## src/rtl/vga_stream_capture.sv

```systemverilog
// Receive-side VGA monitor: samples the pixel bus in the CLOCK_50 domain, rebuilds
// active-area coordinates, tracks frame lock and produces a per-frame colour checksum.
module vga_stream_capture #(
   parameter int WIDTH         = 640,
   parameter int HEIGHT        = 480,
   parameter int HS_ACTIVE_LOW = 1,
   parameter int VS_ACTIVE_LOW = 1
) (
   input  logic        CLOCK_50,
   input  logic        reset_n,
   input  logic        VGA_CLK,
   input  logic        VGA_HS,
   input  logic        VGA_VS,
   input  logic        VGA_BLANK_N,
   input  logic [7:0]  VGA_R,
   input  logic [7:0]  VGA_G,
   input  logic [7:0]  VGA_B,
   output logic [9:0]  x,
   output logic [8:0]  y,
   output logic [7:0]  r,
   output logic [7:0]  g,
   output logic [7:0]  b,
   output logic        pix_valid,
   output logic        frame_start,
   output logic        locked,
   output logic        geom_err,
   output logic [31:0] frame_sum,
   output logic        frame_sum_valid
);

   typedef enum logic [1:0] {SEARCH, ALIGN, LOCKED} state_t;

   localparam logic [9:0] WIDTH_C  = 10'(WIDTH);
   localparam logic [8:0] HEIGHT_C = 9'(HEIGHT);
   localparam logic       HS_IDLE  = (HS_ACTIVE_LOW != 0);
   localparam logic       VS_IDLE  = (VS_ACTIVE_LOW != 0);

   logic        vga_clk_q, vga_clk_prev_q, vga_hs_q, vga_vs_q, vga_blank_n_q;
   logic [7:0]  vga_r_q, vga_g_q, vga_b_q;

   state_t      state_q, state_d;
   logic        hs_prev_q, hs_prev_d, vs_prev_q, vs_prev_d;
   logic [9:0]  xc_q, xc_d;
   logic [8:0]  yc_q, yc_d;
   logic        line_act_q, line_act_d;
   logic        line_err_q, line_err_d;
   logic        full_q, full_d;
   logic [31:0] acc_q, acc_d;

   logic [9:0]  x_q, x_d;
   logic [8:0]  y_q, y_d;
   logic [7:0]  r_q, r_d, g_q, g_d, b_q, b_d;
   logic        pix_valid_q, pix_valid_d;
   logic        frame_start_q, frame_start_d;
   logic        geom_err_q, geom_err_d;
   logic [31:0] frame_sum_q, frame_sum_d;
   logic        frame_sum_valid_q, frame_sum_valid_d;

   logic        pix_ev, hs_asrt, vs_asrt, hs_edge, vs_edge, act_pix, bad_pix;
   logic        line_err_now, frame_err_now;
   logic [8:0]  yc_h;
   logic [31:0] pix_sum;

   always_ff @(posedge CLOCK_50 or negedge reset_n) begin
      if (!reset_n) begin
         vga_clk_q      <= 1'b0;
         vga_clk_prev_q <= 1'b0;
         vga_hs_q       <= HS_IDLE;
         vga_vs_q       <= VS_IDLE;
         vga_blank_n_q  <= 1'b0;
         vga_r_q        <= '0;
         vga_g_q        <= '0;
         vga_b_q        <= '0;
      end else begin
         vga_clk_q      <= VGA_CLK;
         vga_clk_prev_q <= vga_clk_q;
         vga_hs_q       <= VGA_HS;
         vga_vs_q       <= VGA_VS;
         vga_blank_n_q  <= VGA_BLANK_N;
         vga_r_q        <= VGA_R;
         vga_g_q        <= VGA_G;
         vga_b_q        <= VGA_B;
      end
   end

   assign pix_ev  = vga_clk_q & ~vga_clk_prev_q;
   assign hs_asrt = HS_IDLE ? ~vga_hs_q : vga_hs_q;
   assign vs_asrt = VS_IDLE ? ~vga_vs_q : vga_vs_q;
   assign hs_edge = pix_ev & hs_asrt & ~hs_prev_q;
   assign vs_edge = pix_ev & vs_asrt & ~vs_prev_q;
   // Colour during sync is never a real pixel; it is flagged instead of counted.
   assign act_pix = pix_ev & vga_blank_n_q & ~hs_asrt & ~vs_asrt;
   assign bad_pix = pix_ev & vga_blank_n_q & (hs_asrt | vs_asrt);
   assign pix_sum = {22'd0, ({2'b00, vga_r_q} + {2'b00, vga_g_q} + {2'b00, vga_b_q})};

   always_comb begin
      state_d           = state_q;
      hs_prev_d         = hs_prev_q;
      vs_prev_d         = vs_prev_q;
      xc_d              = xc_q;
      yc_d              = yc_q;
      line_act_d        = line_act_q;
      line_err_d        = line_err_q;
      full_d            = full_q;
      acc_d             = acc_q;
      x_d               = x_q;
      y_d               = y_q;
      r_d               = r_q;
      g_d               = g_q;
      b_d               = b_q;
      pix_valid_d       = 1'b0;
      frame_start_d     = 1'b0;
      geom_err_d        = 1'b0;
      frame_sum_d       = frame_sum_q;
      frame_sum_valid_d = 1'b0;
      line_err_now      = 1'b0;
      frame_err_now     = 1'b0;
      yc_h              = yc_q;

      if (pix_ev) begin
         hs_prev_d = hs_asrt;
         vs_prev_d = vs_asrt;
         if (act_pix) begin
            if (state_q != SEARCH) begin
               pix_valid_d   = 1'b1;
               x_d           = xc_q;
               y_d           = yc_q;
               r_d           = vga_r_q;
               g_d           = vga_g_q;
               b_d           = vga_b_q;
               frame_start_d = (state_q == LOCKED) && (xc_q == '0) && (yc_q == '0);
            end
            acc_d      = acc_q + pix_sum;
            line_act_d = 1'b1;
            if (xc_q != '1) xc_d = xc_q + 10'd1;
         end
         if (bad_pix) line_err_now = 1'b1;
         // The HS side of a coincident HS/VS edge settles first so the frame check sees the final row count.
         if (hs_edge) begin
            if (line_act_q && (xc_q != WIDTH_C)) line_err_now = 1'b1;
            if (line_act_q && (yc_q != '1)) yc_h = yc_q + 9'd1;
            xc_d       = '0;
            line_act_d = 1'b0;
         end
         yc_d       = yc_h;
         line_err_d = line_err_q | line_err_now;
         if (vs_edge) begin
            frame_err_now = (yc_h != HEIGHT_C) || line_err_q || line_err_now;
            yc_d          = '0;
            line_err_d    = 1'b0;
            acc_d         = '0;
            if (full_q) begin
               frame_sum_d       = acc_q;
               frame_sum_valid_d = 1'b1;
            end
         end
      end

      unique case (state_q)
         SEARCH: begin
            if (vs_edge) begin
               state_d    = ALIGN;
               xc_d       = '0;
               yc_d       = '0;
               line_act_d = 1'b0;
               line_err_d = 1'b0;
            end
         end
         ALIGN: begin
            if (vs_edge && !frame_err_now) state_d = LOCKED;
         end
         LOCKED: begin
            if (line_err_now || frame_err_now) state_d = SEARCH;
         end
         default: state_d = SEARCH;
      endcase

      geom_err_d = (state_q != SEARCH) && (line_err_now || frame_err_now);

      // A checksum is only published for frames spent entirely out of SEARCH.
      if (state_d == SEARCH) full_d = 1'b0;
      else if (vs_edge)      full_d = 1'b1;
   end

   always_ff @(posedge CLOCK_50 or negedge reset_n) begin
      if (!reset_n) begin
         state_q           <= SEARCH;
         hs_prev_q         <= 1'b0;
         vs_prev_q         <= 1'b0;
         xc_q              <= '0;
         yc_q              <= '0;
         line_act_q        <= 1'b0;
         line_err_q        <= 1'b0;
         full_q            <= 1'b0;
         acc_q             <= '0;
         x_q               <= '0;
         y_q               <= '0;
         r_q               <= '0;
         g_q               <= '0;
         b_q               <= '0;
         pix_valid_q       <= 1'b0;
         frame_start_q     <= 1'b0;
         geom_err_q        <= 1'b0;
         frame_sum_q       <= '0;
         frame_sum_valid_q <= 1'b0;
      end else begin
         state_q           <= state_d;
         hs_prev_q         <= hs_prev_d;
         vs_prev_q         <= vs_prev_d;
         xc_q              <= xc_d;
         yc_q              <= yc_d;
         line_act_q        <= line_act_d;
         line_err_q        <= line_err_d;
         full_q            <= full_d;
         acc_q             <= acc_d;
         x_q               <= x_d;
         y_q               <= y_d;
         r_q               <= r_d;
         g_q               <= g_d;
         b_q               <= b_d;
         pix_valid_q       <= pix_valid_d;
         frame_start_q     <= frame_start_d;
         geom_err_q        <= geom_err_d;
         frame_sum_q       <= frame_sum_d;
         frame_sum_valid_q <= frame_sum_valid_d;
      end
   end

   assign x               = x_q;
   assign y               = y_q;
   assign r               = r_q;
   assign g               = g_q;
   assign b               = b_q;
   assign pix_valid       = pix_valid_q;
   assign frame_start     = frame_start_q;
   assign locked          = (state_q == LOCKED);
   assign geom_err        = geom_err_q;
   assign frame_sum       = frame_sum_q;
   assign frame_sum_valid = frame_sum_valid_q;

endmodule

```

## config.mk

```make
export PLATFORM = sky130hd
export DESIGN_NAME = vga_stream_capture
export DESIGN_NICKNAME = d
export VERILOG_FILES = /design/src/rtl/vga_stream_capture.sv
export SDC_FILE = /design/constraint.sdc
export NUM_CORES = 1
export LEC_CHECK = 0
export ABC_AREA = 1
export BUFFER_PORTS_ARGS = -buffer_cell sky130_fd_sc_hd__buf_2
export CORE_UTILIZATION = 52
export DETAILED_ROUTE_END_ITERATION = 16
export GPL_TIMING_DRIVEN = 0
export PLACE_DENSITY = 0.76
export SLEW_MARGIN = 20
export SYNTH_ARGS = -nofsm -noshare
export SYNTH_HDL_FRONTEND = slang
export SYNTH_SLANG_ARGS = --single-unit
```

## constraint.sdc

```tcl
create_clock -name CLOCK_50 -period 2.9 [get_ports CLOCK_50]
set_clock_uncertainty 0.2 [all_clocks]
set_input_delay 0.29 -clock CLOCK_50 [delete_from_list [all_inputs] [get_ports CLOCK_50]]
set_output_delay 0.29 -clock CLOCK_50 [all_outputs]
set_load 0.02 [all_outputs]
```

==> impl_results.md <==
* Outcome: finished with violations
* Failing checks: negative setup slack
* Reg-to-reg endpoint: acc_q[24]
* Remaining DRCs at 0
* Drt total wl at 18900 µm
* FF+latch count, synth at 166
* Post-synthesis mux area share at 0%
* Syn Area/Cell at 9.07 µm²
* Net count, final at 1089
* F_max at 301 MHz
* XOR/XNOR share of the synthesized area at 1.48%
* FF-to-FF Start: vga_g_q[5]
* Vias at 6398
* IO Count at 110
* Mapped Nets at 908
* DP Cell Count at 1140
* Vias in the first global route at 6304
* Slew @ Worst Pin at 0.722 ns
* Layout cells sized above 1 at 24.7%
* Dominant synthesized flop cell: dfrtp_1
* Most common cell after layout, fill and taps aside: nand2_1
* Initial antenna violation count at 0
* Yosys top cell area share at 53.5%
* Arr. time, crit path at 3.49 ns
* Largest family of logic cells by synthesized area: simple AND/OR/NAND/NOR gates
* Hold endpoint: vga_clk_prev_q
* CP required at 3.07 ns
* Register-to-Register Setup Slack at -0.42 ns
* Worst path slowest cell: fa_1
* P&R area growth vs syn at 30.6%
* Top Family by Delay on Critical Path: adder cells
* Hold WC Path Type: flip-flop to flip-flop
* Worst setup SP type: flip-flop
* Synthesized area at 7680 µm²
* Largest net degree at the start of global routing at 99
* Global placer's final weighted congestion at 0.855
* Unrepaired setup endpoints after global routing: yes
* Area leader, netlist: dfrtp_1
* Cells after synthesis at 846
* Highest-count cells in the layout ignoring fill and taps: nand2_1 (245), dfrtp_1 (164), buf_2 (113)
* Register area share after synthesis at 54.1%
* Post-synth EDFFs at 0
* Async S/R FF share, synth at 100%
* CTS Buffer Depth at 2
* Period utilisation layout at 115%
* GR Overflow Total at 0
* MaxCap Viol Count at 0
* Final Hold Viols at 0
* Setup ws final at -0.422 ns
* Crit-path max cell delay at 0.61 ns
* Critical path fanouts, max at 5
* Clk Latency, worst-skew pair at 0.44 ns
* Compound-Gate Fraction of Synth Area at 8.26%
* Cell row count at 44
* Die Area at 15300 µm²
* PwrDens at 755 nW/µm²
* Initial DRC Count at 406
* Buf/Inv on CP at 1
* Top cells by area, synth: dfrtp_1 (53%), nand2_1 (12%), o21ai_0 (4.5%)
* Synth unique cells at 44
* Total Routing Usage GR at 26.3%
* Critical-path cell list: fa_1 > fa_1 > ha_4 > nand2_4 > o21ai_2 > a21oi_2 > nand2_2 > nand3_4 > buf_4 > nor2_4 > nand3_2 > a21oi_2 > o21a_1
* H-Tree Depth at 4
* Avg Vias per Cell at 5.23
* Final Max Tran Viols at 0
* Worst setup path category: flip-flop to flip-flop
* Leakage power at 0.00495 µW
* Depth of the most critical reg-to-reg path at 13
* Finished Layout Cells at 1224
* TritonCTS Sinks at 166
* Die height at 123 µm
* DRT antenna net count at 0
* Yosys warns at 0
* Hold Path Depth at 0
* I/O Buffers at 109
* CTS root buf: clkbuf_16
* N_diodes at 0
* Maximum vdd drop at 0.580 mV
* Post-layout minimum cycle time at 3.32 ns
* DPL Wire Length at 12800 µm
* Worst Min Path Start: vga_clk_q
* Final setup TNS at -6.60 ns
* Worst Setup End Kind: flip-flop
* Slew margin rel. at 51.8%
* CTS Buf Count at 17
* Final setup viols at 24
* Die width at 123 µm
* First-pass GRT wire length at 30100 µm
* Synth Area in Simple Gates at 23.9%
* Starting Density at 53.0%
* Adder-Cell Fraction of Synth Area at 6.78%
* Worst-path clk slew at 0.06 ns
* CORE AREA at 14500 µm²
* WL/cell at 15.5 µm
* CTS tree: yes
* Drt first pass iters at 5
synth_stat cells, types with 5 or more instances:
library cell / instances
o21ai_0: 69
nor4_1: 6
dfrtp_1: 164
inv_1: 75
o21a_1: 5
nand4_1: 14
nor2_1: 65
nand3_1: 30
fa_1: 16
xor2_1: 10
a21oi_1: 24
clkbuf_1: 11
o22ai_1: 6
ha_1: 16
nand2_1: 255
inv_2: 8
nor3_1: 15
buf_2: 5
layout make-up:
cell class / count / area, µm²
fill: 1056 / 4460
sequential: 166 / 4160
multi-input combinational: 575 / 3460
timing repair buffer: 162 / 1080
clock buffer: 21 / 460
inverter: 83 / 312
tap: 184 / 230
clock inverter: 11 / 218
buffer: 22 / 104
report_power, final:
part | internal, µW | total, µW | switching [µW]
clock | 1670 | 2600 | 932
sequential | 2580 | 2780 | 196
combinational | 926 | 2190 | 1270
total | 5170 | 7570 | 2400
worst max-delay path by stage:
stage / start / cells after the start / endpoint
6_report: vga_g_q[5] / 13 / acc_q[24]
5_1_grt: vga_r_q[4] / 13 / acc_q[30]
4_1_cts: vga_b_q[1] / 14 / acc_q[27]
3_5_place_dp: vga_b_q[1] / 15 / acc_q[19]
3_3_place_gp: reset_n / 1 / vga_blank_n_q
2_1_floorplan: vga_b_q[1] / 15 / acc_q[19]
sequential cells by signal (all words and copies together) (netlist names), 9 cells and up:
register   cells
acc_q         32
xc_q          10
y              9
frame_sum     32
x             10
yc_q           9
per-stage QoR:
step | setup WS, ns | util, % | total power, µW | hold slack [ns] | cell area [µm²]
finish | -0.422 | 69.2 | 7570 | 0.247 | 10000
global route | -0.516 | 69.2 | 7930 | 0.281 | 10000
detailed placement | -0.448 | 59.4 | 4500 | 0.170 | 8610
global placement | -1.17 | 59.2 | 4450 | 0.196 | 8570
CTS | -0.307 | 67.8 | 7380 | 0.255 | 9820
floorplan | -0.133 | - | 4000 | -0.206 | 7790
cell families (layout without fill, tap and decap cells):
group | Yosys count | in the layout
simple gates | 413 | 413
flops | 166 | 166
compound gates | 117 | 117
buf+inv | 105 | 299
fa+ha+maj | 32 | 32
xor+xnor | 13 | 13
what timing repair did:
| item | in CTS | in global routing |
|---|---|---|
| setup endpoints to repair | 25 | 26 |
| hold endpoints to repair | 125 | 0 |
| buffers inserted | 12 | 12 |
| hold buffers | 29 | 0 |
| pin swaps | 12 | 26 |
| gates resized for setup | 36 | 38 |
per-layer routing:
layer	part of all wire (%)	global-route usage (%)	up-vias
met4	2.1	10.5	0
met3	5.0	5.44	38
met1	44	34.2	3073
li1	-	-	3101
met2	49	43.1	186
met5	0	0	-
No activity file was read; power rests on OpenSTA's default activity.
